==> config.mk <==
export PLATFORM = sky130hd
export DESIGN_NAME = cs_resolve_221_flat
export DESIGN_NICKNAME = d
export VERILOG_FILES = /design/src/rtl/cs_resolve_221_pkg.sv /design/src/rtl/cs_resolve_221_if.sv /design/src/rtl/cs_serial_add.sv /design/src/rtl/cs_resolve_221.sv /design/src/flat_wrapper.sv
export SDC_FILE = /design/constraint.sdc
export NUM_CORES = 1
export LEC_CHECK = 0
export BUFFER_PORTS_ARGS = -buffer_cell sky130_fd_sc_hd__buf_2
export CAP_MARGIN = 20
export CORE_ASPECT_RATIO = 1.1
export CORE_MARGIN = 10
export CORE_UTILIZATION = 62
export CTS_CLUSTER_SIZE = 8
export DETAILED_ROUTE_END_ITERATION = 8
export PLACE_DENSITY = 0.86
export SLEW_MARGIN = 20
export SYNTH_ARGS = -nofsm -noshare
export SYNTH_HDL_FRONTEND = slang
export SYNTH_HIERARCHICAL = 1
export SYNTH_SLANG_ARGS = --single-unit
==> constraint.sdc <==
create_clock -name clk -period 4.6 [get_ports clk]
set_input_delay 0.46 -clock clk [delete_from_list [all_inputs] [get_ports clk]]
set_output_delay 0.46 -clock clk [all_outputs]
set_load 0.01 [all_outputs]
==> src/rtl/cs_resolve_221_pkg.sv <==
// Shared types and defaults for the carry-save resolver.
package cs_resolve_pkg;

  typedef enum logic [1:0] {
    StIdle,
    StAdd,
    StRed
  } state_e;

  localparam int unsigned DefW = 8;
  localparam int unsigned DefM = 221;

  // 2^(W-1) < M bounds the (W+1)-bit sum below 4*M, so three subtractions always suffice.
  localparam int unsigned MaxSub = 3;

endpackage

==> src/rtl/cs_resolve_221_if.sv <==
// Done/carry-save/result bundle between an exponentiation core and the resolver.
interface cs_resolve_221_if #(
  parameter int unsigned W = cs_resolve_pkg::DefW
);
  logic         dn;
  logic [0:W-1] xs;
  logic [0:W-1] xc;
  logic         busy;
  logic         vld;
  logic [0:W-1] y;
  logic         ovr;

  modport master (output dn, xs, xc, input busy, vld, y, ovr);
  modport slave  (input dn, xs, xc, output busy, vld, y, ovr);
endinterface

==> src/rtl/cs_serial_add.sv <==
// One-bit full adder with a registered carry, synchronous clear and enable.
module cs_serial_add (
  input  logic clk,
  input  logic rst,
  input  logic clr_i,
  input  logic en_i,
  input  logic a_i,
  input  logic b_i,
  output logic s_o,
  output logic c_o
);

  logic carry_q;

  assign s_o = a_i ^ b_i ^ carry_q;
  assign c_o = (a_i & b_i) | (a_i & carry_q) | (b_i & carry_q);

  always_ff @(posedge clk) begin
    if (rst || clr_i) begin
      carry_q <= 1'b0;
    end else if (en_i) begin
      carry_q <= c_o;
    end
  end

endmodule

==> src/rtl/cs_resolve_221.sv <==
// Captures a carry-save pair on a rising dn, adds it bit-serially, then reduces mod M.
module cs_resolve_221
  import cs_resolve_pkg::*;
#(
  parameter int unsigned W = DefW,
  parameter int unsigned M = DefM
) (
  input logic             clk,
  input logic             rst,
  cs_resolve_221_if.slave cs_if
);

  localparam int unsigned     CntW    = $clog2(W + 1);
  localparam logic [W:0]      MVal    = (W + 1)'(M);
  localparam logic [CntW-1:0] CntInit = CntW'(W);

  state_e          state_q;
  logic [0:W-1]    a_q, b_q, y_q;
  logic [W:0]      sum_q;
  logic [CntW-1:0] cnt_q;
  logic [2:0]      sub_cnt_q;
  logic            dn_q, busy_q, vld_q, ovr_q;
  logic            rise, add_en, add_clr, s_bit, c_next;

  assign rise    = cs_if.dn & ~dn_q;
  assign add_en  = (state_q == StAdd);
  assign add_clr = (state_q == StIdle) & rise;

  cs_serial_add u_add (
    .clk   (clk),
    .rst   (rst),
    .clr_i (add_clr),
    .en_i  (add_en),
    .a_i   (a_q[W-1]),
    .b_i   (b_q[W-1]),
    .s_o   (s_bit),
    .c_o   (c_next)
  );

  always_ff @(posedge clk) begin
    if (rst) begin
      state_q   <= StIdle;
      a_q       <= '0;
      b_q       <= '0;
      sum_q     <= '0;
      cnt_q     <= '0;
      sub_cnt_q <= '0;
      dn_q      <= 1'b1;  // a dn held high through reset must not look like a new request
      busy_q    <= 1'b0;
      vld_q     <= 1'b0;
      y_q       <= '0;
      ovr_q     <= 1'b0;
    end else begin
      dn_q  <= cs_if.dn;
      vld_q <= 1'b0;
      if (rise && busy_q) begin
        ovr_q <= 1'b1;
      end
      case (state_q)
        StIdle: begin
          if (rise) begin
            a_q       <= cs_if.xs;
            b_q       <= cs_if.xc;
            sum_q     <= '0;
            cnt_q     <= CntInit;
            sub_cnt_q <= '0;
            busy_q    <= 1'b1;
            state_q   <= StAdd;
          end
        end
        StAdd: begin
          // Index W-1 is the LSB, so shifting toward it consumes one bit per cycle.
          a_q            <= {1'b0, a_q[0:W-2]};
          b_q            <= {1'b0, b_q[0:W-2]};
          sum_q[W-1:0]   <= {s_bit, sum_q[W-1:1]};
          cnt_q          <= cnt_q - 1'b1;
          if (cnt_q == CntW'(1)) begin
            sum_q[W] <= c_next;
            state_q  <= StRed;
          end
        end
        StRed: begin
          if (sum_q >= MVal) begin
            sum_q     <= sum_q - MVal;
            sub_cnt_q <= sub_cnt_q + 1'b1;
          end else begin
            y_q     <= sum_q[W-1:0];
            vld_q   <= 1'b1;
            busy_q  <= 1'b0;
            state_q <= StIdle;
          end
        end
        default: state_q <= StIdle;
      endcase
    end
  end

  always_ff @(posedge clk) begin
    if (!rst) begin
      assert (32'(sub_cnt_q) <= MaxSub);
    end
  end

  assign cs_if.busy = busy_q;
  assign cs_if.vld  = vld_q;
  assign cs_if.y    = y_q;
  assign cs_if.ovr  = ovr_q;

endmodule

==> src/flat_wrapper.sv <==
// flat-port wrapper written by rule: the top's interface ports become plain ports
module cs_resolve_221_flat import cs_resolve_pkg::*;
#(
  parameter int unsigned W = DefW,
  parameter int unsigned M = DefM
)
  (clk, rst, cs_if_dn, cs_if_xs, cs_if_xc, cs_if_busy, cs_if_vld, cs_if_y, cs_if_ovr);
  cs_resolve_221_if #(.W(W)) cs_if_i ();
  input logic clk;
  input logic rst;
  input wire logic [$bits(cs_if_i.dn)-1:0] cs_if_dn;
  input wire logic [$bits(cs_if_i.xs)-1:0] cs_if_xs;
  input wire logic [$bits(cs_if_i.xc)-1:0] cs_if_xc;
  output wire logic [$bits(cs_if_i.busy)-1:0] cs_if_busy;
  output wire logic [$bits(cs_if_i.vld)-1:0] cs_if_vld;
  output wire logic [$bits(cs_if_i.y)-1:0] cs_if_y;
  output wire logic [$bits(cs_if_i.ovr)-1:0] cs_if_ovr;
  assign cs_if_i.dn = cs_if_dn;
  assign cs_if_i.xs = cs_if_xs;
  assign cs_if_i.xc = cs_if_xc;
  assign cs_if_busy = cs_if_i.busy;
  assign cs_if_vld = cs_if_i.vld;
  assign cs_if_y = cs_if_i.y;
  assign cs_if_ovr = cs_if_i.ovr;
  cs_resolve_221 #(.W(W), .M(M)) u_core (.clk(clk), .rst(rst), .cs_if(cs_if_i));
endmodule
==> out/summary.txt <==
========================================================================================================
Cell type with the highest aggregate area in the netlist                                    sky130_fd_sc_hd__dfxtp_1
Required time of the worst setup path                                                            4.79 ns
CP startpoint kind                                                                             flip-flop
Die boundary height                                                                              85.9 um
Fraction of layout instances using a drive strength above 1                                        22.6%
Longest Clk Path Bufs                                                                                  2
Vias in the first global route                                                                      1992
Post-synth EDFFs                                                                                       0
Gate count after technology mapping                                                                  265
Number of register bits inferred by synthesis                                                         44
Run status                                                                                  finished, final reports clean
TritonCTS buffer count                                                                                 5
Global-route total usage across every layer                                                        16.1%
X dimension of the die                                                                           79.9 um
Ranking of synthesized cells by instance count                                              sky130_fd_sc_hd__dfxtp_1, sky130_fd_sc_hd__nor2_1, sky130_fd_sc_hd__mux2i_1
Count leader, synth                                                                         sky130_fd_sc_hd__dfxtp_1
Post-CTS clock slew at the launch and capture registers of the worst setup and hold paths        0.08 ns
Total overflow reported by the global router                                                           0
Wire length on met3                                                                               304 um
Worst rel slew slack                                                                               46.1%
Met2 wire length                                                                                 2570 um
Netlist area before placement                                                                 2450 sq um
Post-route clock skew                                                                         0.00598 ns
Class of the most critical setup path                                                            reg2reg
Insertion delay to the later sink of the worst-skew pair                                         0.30 ns
DRC Markers                                                                                            0
CP arrival                                                                                       2.39 ns
Clk Tree Root Cell                                                                          sky130_fd_sc_hd__clkbuf_8
Clock tree from TritonCTS                                                                           done
Library cells used by synthesis                                                                       55
Highest metal layer with signal wires                                                               met4
Mean cell area of the mapped netlist                                                          9.23 sq um
CTS Hold Buffers Added                                                                                 0
Ports placed on the boundary                                                                          30
Global-route wire length before repair                                                           9160 um
Post-Route Utilization                                                                             70.7%
M1 WL                                                                                            2210 um
Number of nets with antenna violations after routing                                                   0
Total count of max-transition violations in the final report                                           0
Initial standard-cell utilization of the core                                                      65.9%
Multi-input combinational cell area                                                           1400 sq um
Worst ir drop on vdd                                                                            0.286 mV
RSZ-0062 raised after global routing                                                                  no
Most common flop cell mapped by yosys                                                       sky130_fd_sc_hd__dfxtp_1
Count of TritonRoute iterations in the first routing pass                                              4
Overall via count from detail_route                                                                 1983
CP Capture Type                                                                                flip-flop
Diode insertion count for antenna repair                                                               0
H-Tree Depth                                                                                           2
Ys async rst share                                                                                    0%
Worst Path Max Fanout                                                                                 13
Initial antenna violation count                                                                        0
Register cell area after layout                                                                881 sq um
Ratio of final minimum period to clock period                                                      47.8%
Endpoints failing hold                                                                                 0
Routability Congestion                                                                             0.935
Leakage power figure                                                                            0.970 nW
Drt wl/cell                                                                                      15.6 um
Post-CTS resize count                                                                                  0
Hold crit path type                                                                               in2reg
Initial DRC count                                                                                    220
Tightest Pin Transition                                                                         0.809 ns
Final setup TNS                                                                                     0 ns
Synth top area share                                                                               36.0%
Via/cell ratio                                                                                      5.95
Placed wire-length estimate                                                                      3710 um
Relative area change from synthesis to final layout                                                7.31%
Register area share after synthesis                                                                36.0%
Final net count                                                                                      310
Buffers added on ports                                                                                29
Core footprint                                                                                3710 sq um
Max frequency                                                                                    454 MHz
Standard-cell rows                                                                                    23
Number of endpoints failing setup at the final stage                                                   0
Area of the die                                                                               6860 sq um
Biggest area contributors in the synthesized netlist                                        sky130_fd_sc_hd__dfxtp_1, sky130_fd_sc_hd__mux2i_1, sky130_fd_sc_hd__a211oi_2
Ys Warns                                                                                               6
Post-layout total power                                                                        0.00135 W
Post-Syn Nets                                                                                        292
Pin count of the biggest net entering global routing                                                  39
Max-cap check violation count                                                                          0
Filler cell count in the final layout                                                                304
Min Tclk post-route                                                                              2.20 ns
Sinks on the clock net                                                                                44
Routed wire length                                                                               5210 um
Number of buffers inserted to repair setup after CTS                                                   0
Power density over the cells                                                                 513 nW/um^2
========================================================================================================
[critical path, cell delays in order (launching register included)]
cell and delay [ns]:
sky130_fd_sc_hd__dfxtp_1 0.34, sky130_fd_sc_hd__inv_1 0.08, sky130_fd_sc_hd__ha_1 0.43, sky130_fd_sc_hd__nor2b_1 0.49
sky130_fd_sc_hd__a221o_1 0.41, sky130_fd_sc_hd__nor2_1 0.14, sky130_fd_sc_hd__a31o_1 0.20
[report_power, final]
group / switching (W) / internal (W)
Sequential: 0.0000436 / 0.000446
Combinational: 0.000390 / 0.000242
Clock: 0.000123 / 0.000103
[kinds of logic (layout without fill, tap and decap cells)]
family / Yosys count / in the layout / synth area share (%)
compound gates: 67 / 67 / 22.9
xor+xnor: 6 / 6 / 2.15
fa+ha+maj: 8 / 8 / 4.40
buf+inv: 34 / 52 / 6.96
flops: 44 / 44 / 36.0
mux: 25 / 25 / 10.4
simple gates: 81 / 81 / 17.1
[flip-flops by register name, summed over array words and instances (netlist names), 2 cells and up]
register	cells
u_core/cnt_q	4
u_core/state_q	2
u_core/sum_q	9
u_core/cs_if.y	8
u_core/a_q	8
u_core/b_q	8
[stage by stage]
stage / instances / cell area [sq um] / hold slack (ns) / worst slack (ns)
CTS: 333 / 2630 / 0.388 / 2.05
floorplan: 265 / 2450 / 0.452 / 2.80
finish: 333 / 2630 / 0.393 / 2.40
global route: 333 / 2630 / 0.407 / 2.24
global placement: 326 / 2550 / 0.442 / 2.23
detailed placement: 326 / 2550 / 0.448 / 2.07
[path summary, 6_finish.rpt]
path / start / endpoint / slack, ns / cells after the start
worst max-delay path: u_core/state_q[0] / u_core/sum_q[8] / 2.40 / 6
worst min register to register: u_core/cs_if.y[7] / u_core/cs_if.y[7] / 0.46 / 2
worst min-delay path: cs_if_dn / u_core/dn_q / 0.39 / 2
worst max register to register: u_core/state_q[0] / u_core/sum_q[8] / 2.40 / 6
[cell usage in the layout, fill, tap and decap left out, types with 8 or more instances in the layout]
| cell type | n |
|---|---|
| sky130_fd_sc_hd__dfxtp_1 | 44 |
| sky130_fd_sc_hd__buf_2 | 29 |
| sky130_fd_sc_hd__nor2_1 | 22 |
| sky130_fd_sc_hd__mux2i_1 | 21 |
| sky130_fd_sc_hd__nand2_1 | 20 |
| sky130_fd_sc_hd__inv_1 | 15 |
| sky130_fd_sc_hd__a211oi_2 | 14 |
| sky130_fd_sc_hd__o21ai_0 | 13 |
| sky130_fd_sc_hd__nor2b_1 | 9 |
| sky130_fd_sc_hd__a21oi_1 | 8 |
[routing by layer]
metal | GRT usage, % | vias up
met3 | 3.55 | 10
met4 | 7.85 | 0
met2 | 26.4 | 57
met5 | 0 | -
met1 | 19.1 | 934
li1 | - | 982
[layout make-up]
class                           count  area share, %
Tap cell                           50           2.38
Multi-Input combinational cell    187           53.1
Clock inverter                      1          0.191
Inverter                           15           2.14
Sequential cell                    44           33.6
Clock buffer                        6           2.76
Timing Repair Buffer               30           5.82
No activity file was read; power rests on OpenSTA's default activity.
